==> src/rtl/majority_ballot_collector.sv <==
// Four-voter ballot collector: synchronises and debounces cast buttons, locks each
// voter's first cast, and presents a registered ballot once the round closes.
module majority_ballot_collector #(
    parameter int unsigned DEB_CYCLES = 4,
    parameter int unsigned TIMEOUT    = 1000
) (
    input  logic       clk,
    input  logic       rst,
    input  logic       start,
    input  logic       clear,
    input  logic [3:0] sw,
    input  logic [3:0] cast,
    output logic       A,
    output logic       B,
    output logic       C,
    output logic       D,
    output logic       ballot_valid,
    output logic [3:0] cast_mask,
    output logic       timed_out,
    output logic       busy
);

    typedef enum logic [1:0] {
        IDLE,
        COLLECT,
        CLOSED
    } state_t;

    localparam logic [7:0]  DEB_LAST   = 8'(DEB_CYCLES - 1);
    localparam logic [19:0] TIMER_LAST = 20'(TIMEOUT - 1);

    logic [3:0]  sw_s1, sw_s2;
    logic [3:0]  cast_s1, cast_s2;
    logic [7:0]  deb_cnt [4];
    logic [3:0]  deb_lvl;
    logic [3:0]  cast_evt;

    state_t      state, state_next;
    logic [3:0]  vote, vote_next;
    logic [3:0]  mask_next;
    logic [3:0]  new_cast;
    logic [19:0] timer, timer_next;
    logic        timed_out_next;

    // Two-flop synchronisers for the asynchronous switch and button inputs.
    // NOTE: sequential state uses non-blocking assignments so every flop samples pre-edge values.
    always_ff @(posedge clk or posedge rst) begin
        if (rst) begin
            sw_s1   <= '0;
            sw_s2   <= '0;
            cast_s1 <= '0;
            cast_s2 <= '0;
        end else begin
            sw_s1   <= sw;
            sw_s2   <= sw_s1;
            cast_s1 <= cast;
            cast_s2 <= cast_s1;
        end
    end

    // Debounce: the level flips after DEB_CYCLES consecutive disagreeing cycles; the
    // event flop pulses on the same edge as a 0-to-1 flip so recording happens one edge later.
    always_ff @(posedge clk or posedge rst) begin
        if (rst) begin
            deb_lvl  <= '0;
            cast_evt <= '0;
            for (int i = 0; i < 4; i++) deb_cnt[i] <= '0;
        end else begin
            for (int i = 0; i < 4; i++) begin
                cast_evt[i] <= 1'b0;
                if (cast_s2[i] == deb_lvl[i]) begin
                    deb_cnt[i] <= '0;
                end else if (deb_cnt[i] == DEB_LAST) begin
                    deb_lvl[i]  <= cast_s2[i];
                    deb_cnt[i]  <= '0;
                    cast_evt[i] <= cast_s2[i];
                end else begin
                    deb_cnt[i] <= deb_cnt[i] + 8'd1;
                end
            end
        end
    end

    always_ff @(posedge clk or posedge rst) begin
        if (rst) state <= IDLE;
        else     state <= state_next;
    end

    // NOTE: every combinational output gets a default first so no path infers a latch.
    always_comb begin
        state_next     = state;
        mask_next      = cast_mask;
        vote_next      = vote;
        timer_next     = timer;
        timed_out_next = timed_out;
        new_cast       = '0;
        unique case (state)
            IDLE: begin
                if (start && !clear) begin
                    state_next     = COLLECT;
                    mask_next      = '0;
                    vote_next      = '0;
                    timer_next     = '0;
                    timed_out_next = 1'b0;
                end
            end
            COLLECT: begin
                if (clear) begin
                    state_next = IDLE;
                end else begin
                    timer_next = timer + 20'd1;
                    new_cast   = cast_evt & ~cast_mask;
                    mask_next  = cast_mask | new_cast;
                    vote_next  = (vote & ~new_cast) | (sw_s2 & new_cast);
                    // A complete ballot wins over a coincident timeout.
                    if (mask_next == 4'hF) begin
                        state_next     = CLOSED;
                        timed_out_next = 1'b0;
                    end else if (timer == TIMER_LAST) begin
                        state_next     = CLOSED;
                        timed_out_next = 1'b1;
                    end
                end
            end
            CLOSED: begin
                if (clear) state_next = IDLE;
            end
            default: state_next = IDLE;
        endcase
    end

    // Outputs are registered from the next-state values so they line up with the state flop.
    // NOTE: the vote register is reset along with everything else so uncast voters read 0.
    always_ff @(posedge clk or posedge rst) begin
        if (rst) begin
            vote         <= '0;
            cast_mask    <= '0;
            timer        <= '0;
            timed_out    <= 1'b0;
            busy         <= 1'b0;
            ballot_valid <= 1'b0;
            {D, C, B, A} <= '0;
        end else begin
            vote         <= vote_next;
            cast_mask    <= mask_next;
            timer        <= timer_next;
            timed_out    <= timed_out_next;
            busy         <= (state_next == COLLECT);
            ballot_valid <= (state_next == CLOSED);
            {D, C, B, A} <= (state_next == CLOSED) ? vote_next : 4'b0000;
        end
    end

endmodule

==> config.mk <==
export PLATFORM = sky130hd
export DESIGN_NAME = majority_ballot_collector
export DESIGN_NICKNAME = d
export VERILOG_FILES = /design/src/rtl/majority_ballot_collector.sv
export SDC_FILE = /design/constraint.sdc
export NUM_CORES = 1
export LEC_CHECK = 0
export CAP_MARGIN = 20
export CORE_UTILIZATION = 31
export CTS_CLUSTER_SIZE = 40
export DETAILED_ROUTE_END_ITERATION = 7
export PLACE_DENSITY = 0.47
export RECOVER_POWER = 25
export SYNTH_ARGS = -nofsm -noshare
export SYNTH_HDL_FRONTEND = slang
export SYNTH_SLANG_ARGS = --single-unit
export TNS_END_PERCENT = 1
==> constraint.sdc <==
create_clock -name clk -period 3.2 [get_ports clk]
set_clock_uncertainty 0.2 [all_clocks]
set_input_delay 0.32 -clock clk [delete_from_list [all_inputs] [get_ports clk]]
set_output_delay 0.32 -clock clk [all_outputs]
set_load 0.02 [all_outputs]
Yosys cells after proc, flatten, opt, wreduce, memory -nomap -nowiden. Index checks and enable logic that the tools add are counted.

Register bits: 93. Bits of input ports: 12. Output and inout bits: 11. Logic and storage cells: 104.

$add $sub $neg: 5. Equality and inequality tests: 17. Mux-type cells: 37. Bitwise operators: 11. Reductions and logical operators: 10.

Operator list (number): $mux W8 (8); $mux W20 (2); $pmux W20 S2 (1); $add A8 B1 Y8 const B (4); $eq A8 B2 Y1 const B (4); $add A20 B1 Y20 const B (1); $eq A20 B10 Y1 const B (1); $mux W4 (5); $pmux W4 S2 (2); $and A4 B4 Y4 (3); $mux W1 (12); $mux W2 (5); $not A4 Y4 (2); $or A4 B4 Y4 (2); $reduce_and A2 Y1 (4); $pmux W2 S3 (1); $eq A1 B1 Y1 (4); $eq A2 B1 Y1 const B (2); $eq A2 B2 Y1 const B (2); $eq A4 B4 Y1 const B (1); $ne A2 B2 Y1 const B (2); $not A1 Y1 (4); $reduce_and A4 Y1 (1); $ne A3 B3 Y1 const B (1); 6 further kinds (6).

Logic depth before layout (Yosys ltp).
Depth after elaboration: 9. Gate-level depth with buffers: 6.

Worst setup path before layout. No wires, ideal clock.

Path type: flip-flop to flip-flop. Start: register state[1]. End: register timer[9]. Setup time: 0.078 ns. Data arrival time: 1.771 ns. Data required time: 2.922 ns. Slack: 1.151 ns. Cell stages (with the launch flop): 6. Period minus slack after synthesis: 2.049 ns. Path through: dfrtp_1 > or2_4 > or3_4 > buf_6 > or4_1 > a21oi_1.

Cells in the longest elaborated chain, start to end: 3.

RTL lines: start, declared (RTL line 38) `state_t state, state_next;`; start signal, assigned (RTL line 86) `else state <= state_next;`; $eq A2 B1 Y1 / $logic_not A2 Y1 (equally long branches) (RTL line 97) `unique case (state)`; $ne A2 B2 Y1 (no source line) / $reduce_bool A2 Y1 (equally long branches); $reduce_and A3 Y1 (no source line); end signal, assigned (RTL line 146) `timer <= timer_next;`; end, declared (RTL line 42) `logic [19:0] timer, timer_next;`.

Several ways; a longest one is shown, not always the timed one. A chain may end at the register's enable or synchronous reset.

Worst setup path after layout.
Start: register timer[10]. End: register timed_out.

Cells in the longest elaborated chain, start to end: 3.

RTL lines: $eq A20 B10 Y1 (RTL line 119) `end else if (timer == TIMER_LAST) begin`; $ne A3 B3 Y1 (no source line); $reduce_and A4 Y1 (no source line); end signal, assigned (RTL line 147) `timed_out <= timed_out_next;`; end, declared (RTL line 19) `output logic timed_out,`.

No other way between the ends.

==> results.yml <==
worst_setup_path:
  cp-start-kind: "flop"
  endpoint_kind: "flop"
  cp_max_fo: 8
  critPathKind: "flop to flop"
  required_ps: 3220
  arrival_ps: 2200
place:
  routabilityCongestion: 0.760
  dp_cells: 567
  post-place-ws_ps: 775
  io_buffers: 22
  dp_hpwl_um: 5340
cts:
  insertion_delay_ps: 340
  cts_tree: "yes"
  clockBufferDepth: 2
  cts_max_level: 3
  cts_buffers: 9
  post_cts_buffers: 0
  hold_buffers: 0
  clock-root-buffer: "clkbuf_16"
  clk_pin_slew_ps: 70
  cts.sinks: 93
  cts_resized: 0
detailed_routing:
  route.detailed.drc: 0
  avgViaCountPerCell: 4.84
  ant_nets: 0
  drt_iter0_markers: 157
  wl_um: 7690
  wl_per_cell_um: 13.2
  vias: 2822
  dr.pass1.iters: 5
global_route:
  grt_pass1_wl_um: 13500
  grt_pass1_vias: 2766
  grtUsageMet2_pct: 19.2
  busiest_layer: "met2"
  grt-ovfl-total: 0
  met3_usage_pct: 3.50
  grt_max_degree: 42
  grt_use_total_pct: 13.1
  grt_use_met1_pct: 18.4
  antenna_found_initial: 0
sta:
  setup_slack_ps: 1020
  report.final.slew_viol_count: 41
  timing.final.crit_share_pct: 68.1
  setup_viol: 0
  max_slew_margin_pct: -22.3
  max_freq_mhz: 459
  setup_tns_ps: 0
  finalCriticalPeriod_ps: 2180
  hold_violations: 0
  grt_setup_unrepaired: "no"
  tightest_slew_ps: 1820
finish:
  n_antenna_cell: 0
  postLayoutCoreUtil_pct: 38.3
  final_nets: 423
  fillCellCount: 1247
  drive_above_1_share_pct: 7.30
  final_cells: 583
  area_delta_synth_final_pct: 20.5
outcome:
  failed_checks: "max-capacitance violations, max-slew violations"
  status: "finished with violations"
yosys:
  ys_top_cells_by_count: "dfrtp_1 (93), nor2_1 (46), nand3_1 (36), nand2_1 (30), xor2_1 (24)"
  synth_area_sq_um: 4020
  synth_most_common_cell: "dfrtp_1"
  synth_area_leaders: "dfrtp_1 (58%), xor2_1 (5.2%), nand3_1 (4.5%)"
  synth-seq-area-share_pct: 58.0
  ys_ff_latch: 93
  syn_avg_cell_area_sq_um: 10.8
  synth.distinct_cells: 37
  synth_top_area_share_pct: 58.0
  yosysWarnings: 0
  synth_edf_count: 0
  async_reset_ff_share_pct: 100
  synth_top_area_cell: "dfrtp_1"
  syn_inst: 373
  synth_fp_nets: 390
  ys_dominant_reg_cell: "dfrtp_1"
floorplan:
  die_h_um: 116
  initial_utilization_pct: 31.8
  ios: 23
  fp.dieW_um: 116
  fp.coreArea_sq_um: 12600
  die_area_sq_um: 13400
  rows: 41
hold_path:
  hold_path_class: "flop to flop"
job:
  drv_cap: 1
power_and_ir_drop:
  vdd_drop_max_mv: 0.374
  p_per_area_nw_per_um2: 637
  leakage_nw: 2.14
[layer usage]
metal | vias to the layer above | share of wire (%)
met5 | - | 0
met4 | 0 | 1.4
met3 | 8 | 3.3
met2 | 43 | 43
met1 | 1381 | 52
li1 | 1390 | -
[cells by family (layout without fill, tap and decap cells)]
family,after synthesis,after routing,share of synthesized area (%)
XOR/XNOR,31,31,6.76
flip-flops,93,93,58.0
buffers and inverters,11,49,1.40
AO/OA/AOI/OAI,40,40,6.05
adder cells (fa/ha/maj),5,5,1.56
multiplexers,10,10,2.65
AND/OR/NAND/NOR,183,183,23.6
[metrics by stage]
| step | hold WS, ps | power [mW] | instance area (sq um) |
|---|---|---|---|
| after floorplan | 131 | 1.66 | 4020 |
| after global placement | 132 | 1.80 | 4470 |
| after detailed placement | 135 | 1.80 | 4470 |
| after CTS | 147 | 3.13 | 4840 |
| after global routing | 156 | 3.25 | 4840 |
| final | 145 | 3.08 | 4840 |
[final cells by class]
type                            count  area, sq um  area share, %
Multi-Input combinational cell    269         1630           33.7
Clock buffer                        9          225           4.65
Sequential cell                    93         2330           48.1
Inverter                            6         23.8          0.491
Clock inverter                      7          145           3.00
Tap cell                          172          215           4.45
Timing Repair Buffer               27          270           5.59
[worst max-delay path: stages (launching register included)]
cell	delay (ps)
dfrtp_1	480
or4b_1	570
or4_1	520
o2111ai_1	210
nand3_1	90
[final timing paths]
kind	to	from	slack, ps	depth (start not counted)
worst max-delay path	timed_out	timer[10]	1020	4
worst min-delay path	cast_s2[0]	cast_s1[0]	140	0
worst max register to register	timed_out	timer[10]	1020	4
worst min register to register	cast_s2[0]	cast_s1[0]	140	0
max in group asynchronous	deb_lvl[1]	rst	1110	3
min in group asynchronous	deb_cnt[19]	rst	690	2
[state kept, by name, indices dropped and copies added (netlist names)]
signal	count
A	1
B	1
C	1
D	1
ballot_valid	1
busy	1
cast_evt	4
cast_mask	4
cast_s1	4
cast_s2	4
deb_cnt	32
deb_lvl	4
state	2
sw_s1	4
sw_s2	4
timed_out	1
timer	20
vote	4
[report_power, final]
part / switching [mW] / internal (mW)
logic: 0.209 / 0.157
clock network: 0.467 / 0.848
registers: 0.114 / 1.29
total: 0.790 / 2.29
[cells in the final DEF, fill, tap and decap left out, types with 9 or more instances in the layout]
cell             count
nand2_1             30
dfrtp_1             93
o21ai_0              9
clkbuf_16            9
nor2_1              46
a21oi_1             15
dlygate4sd3_1        9
xor2_1              24
clkdlybuf4s50_1     13
nand3_1             36
and3_1              13
Power figures use the tool's default switching activity.
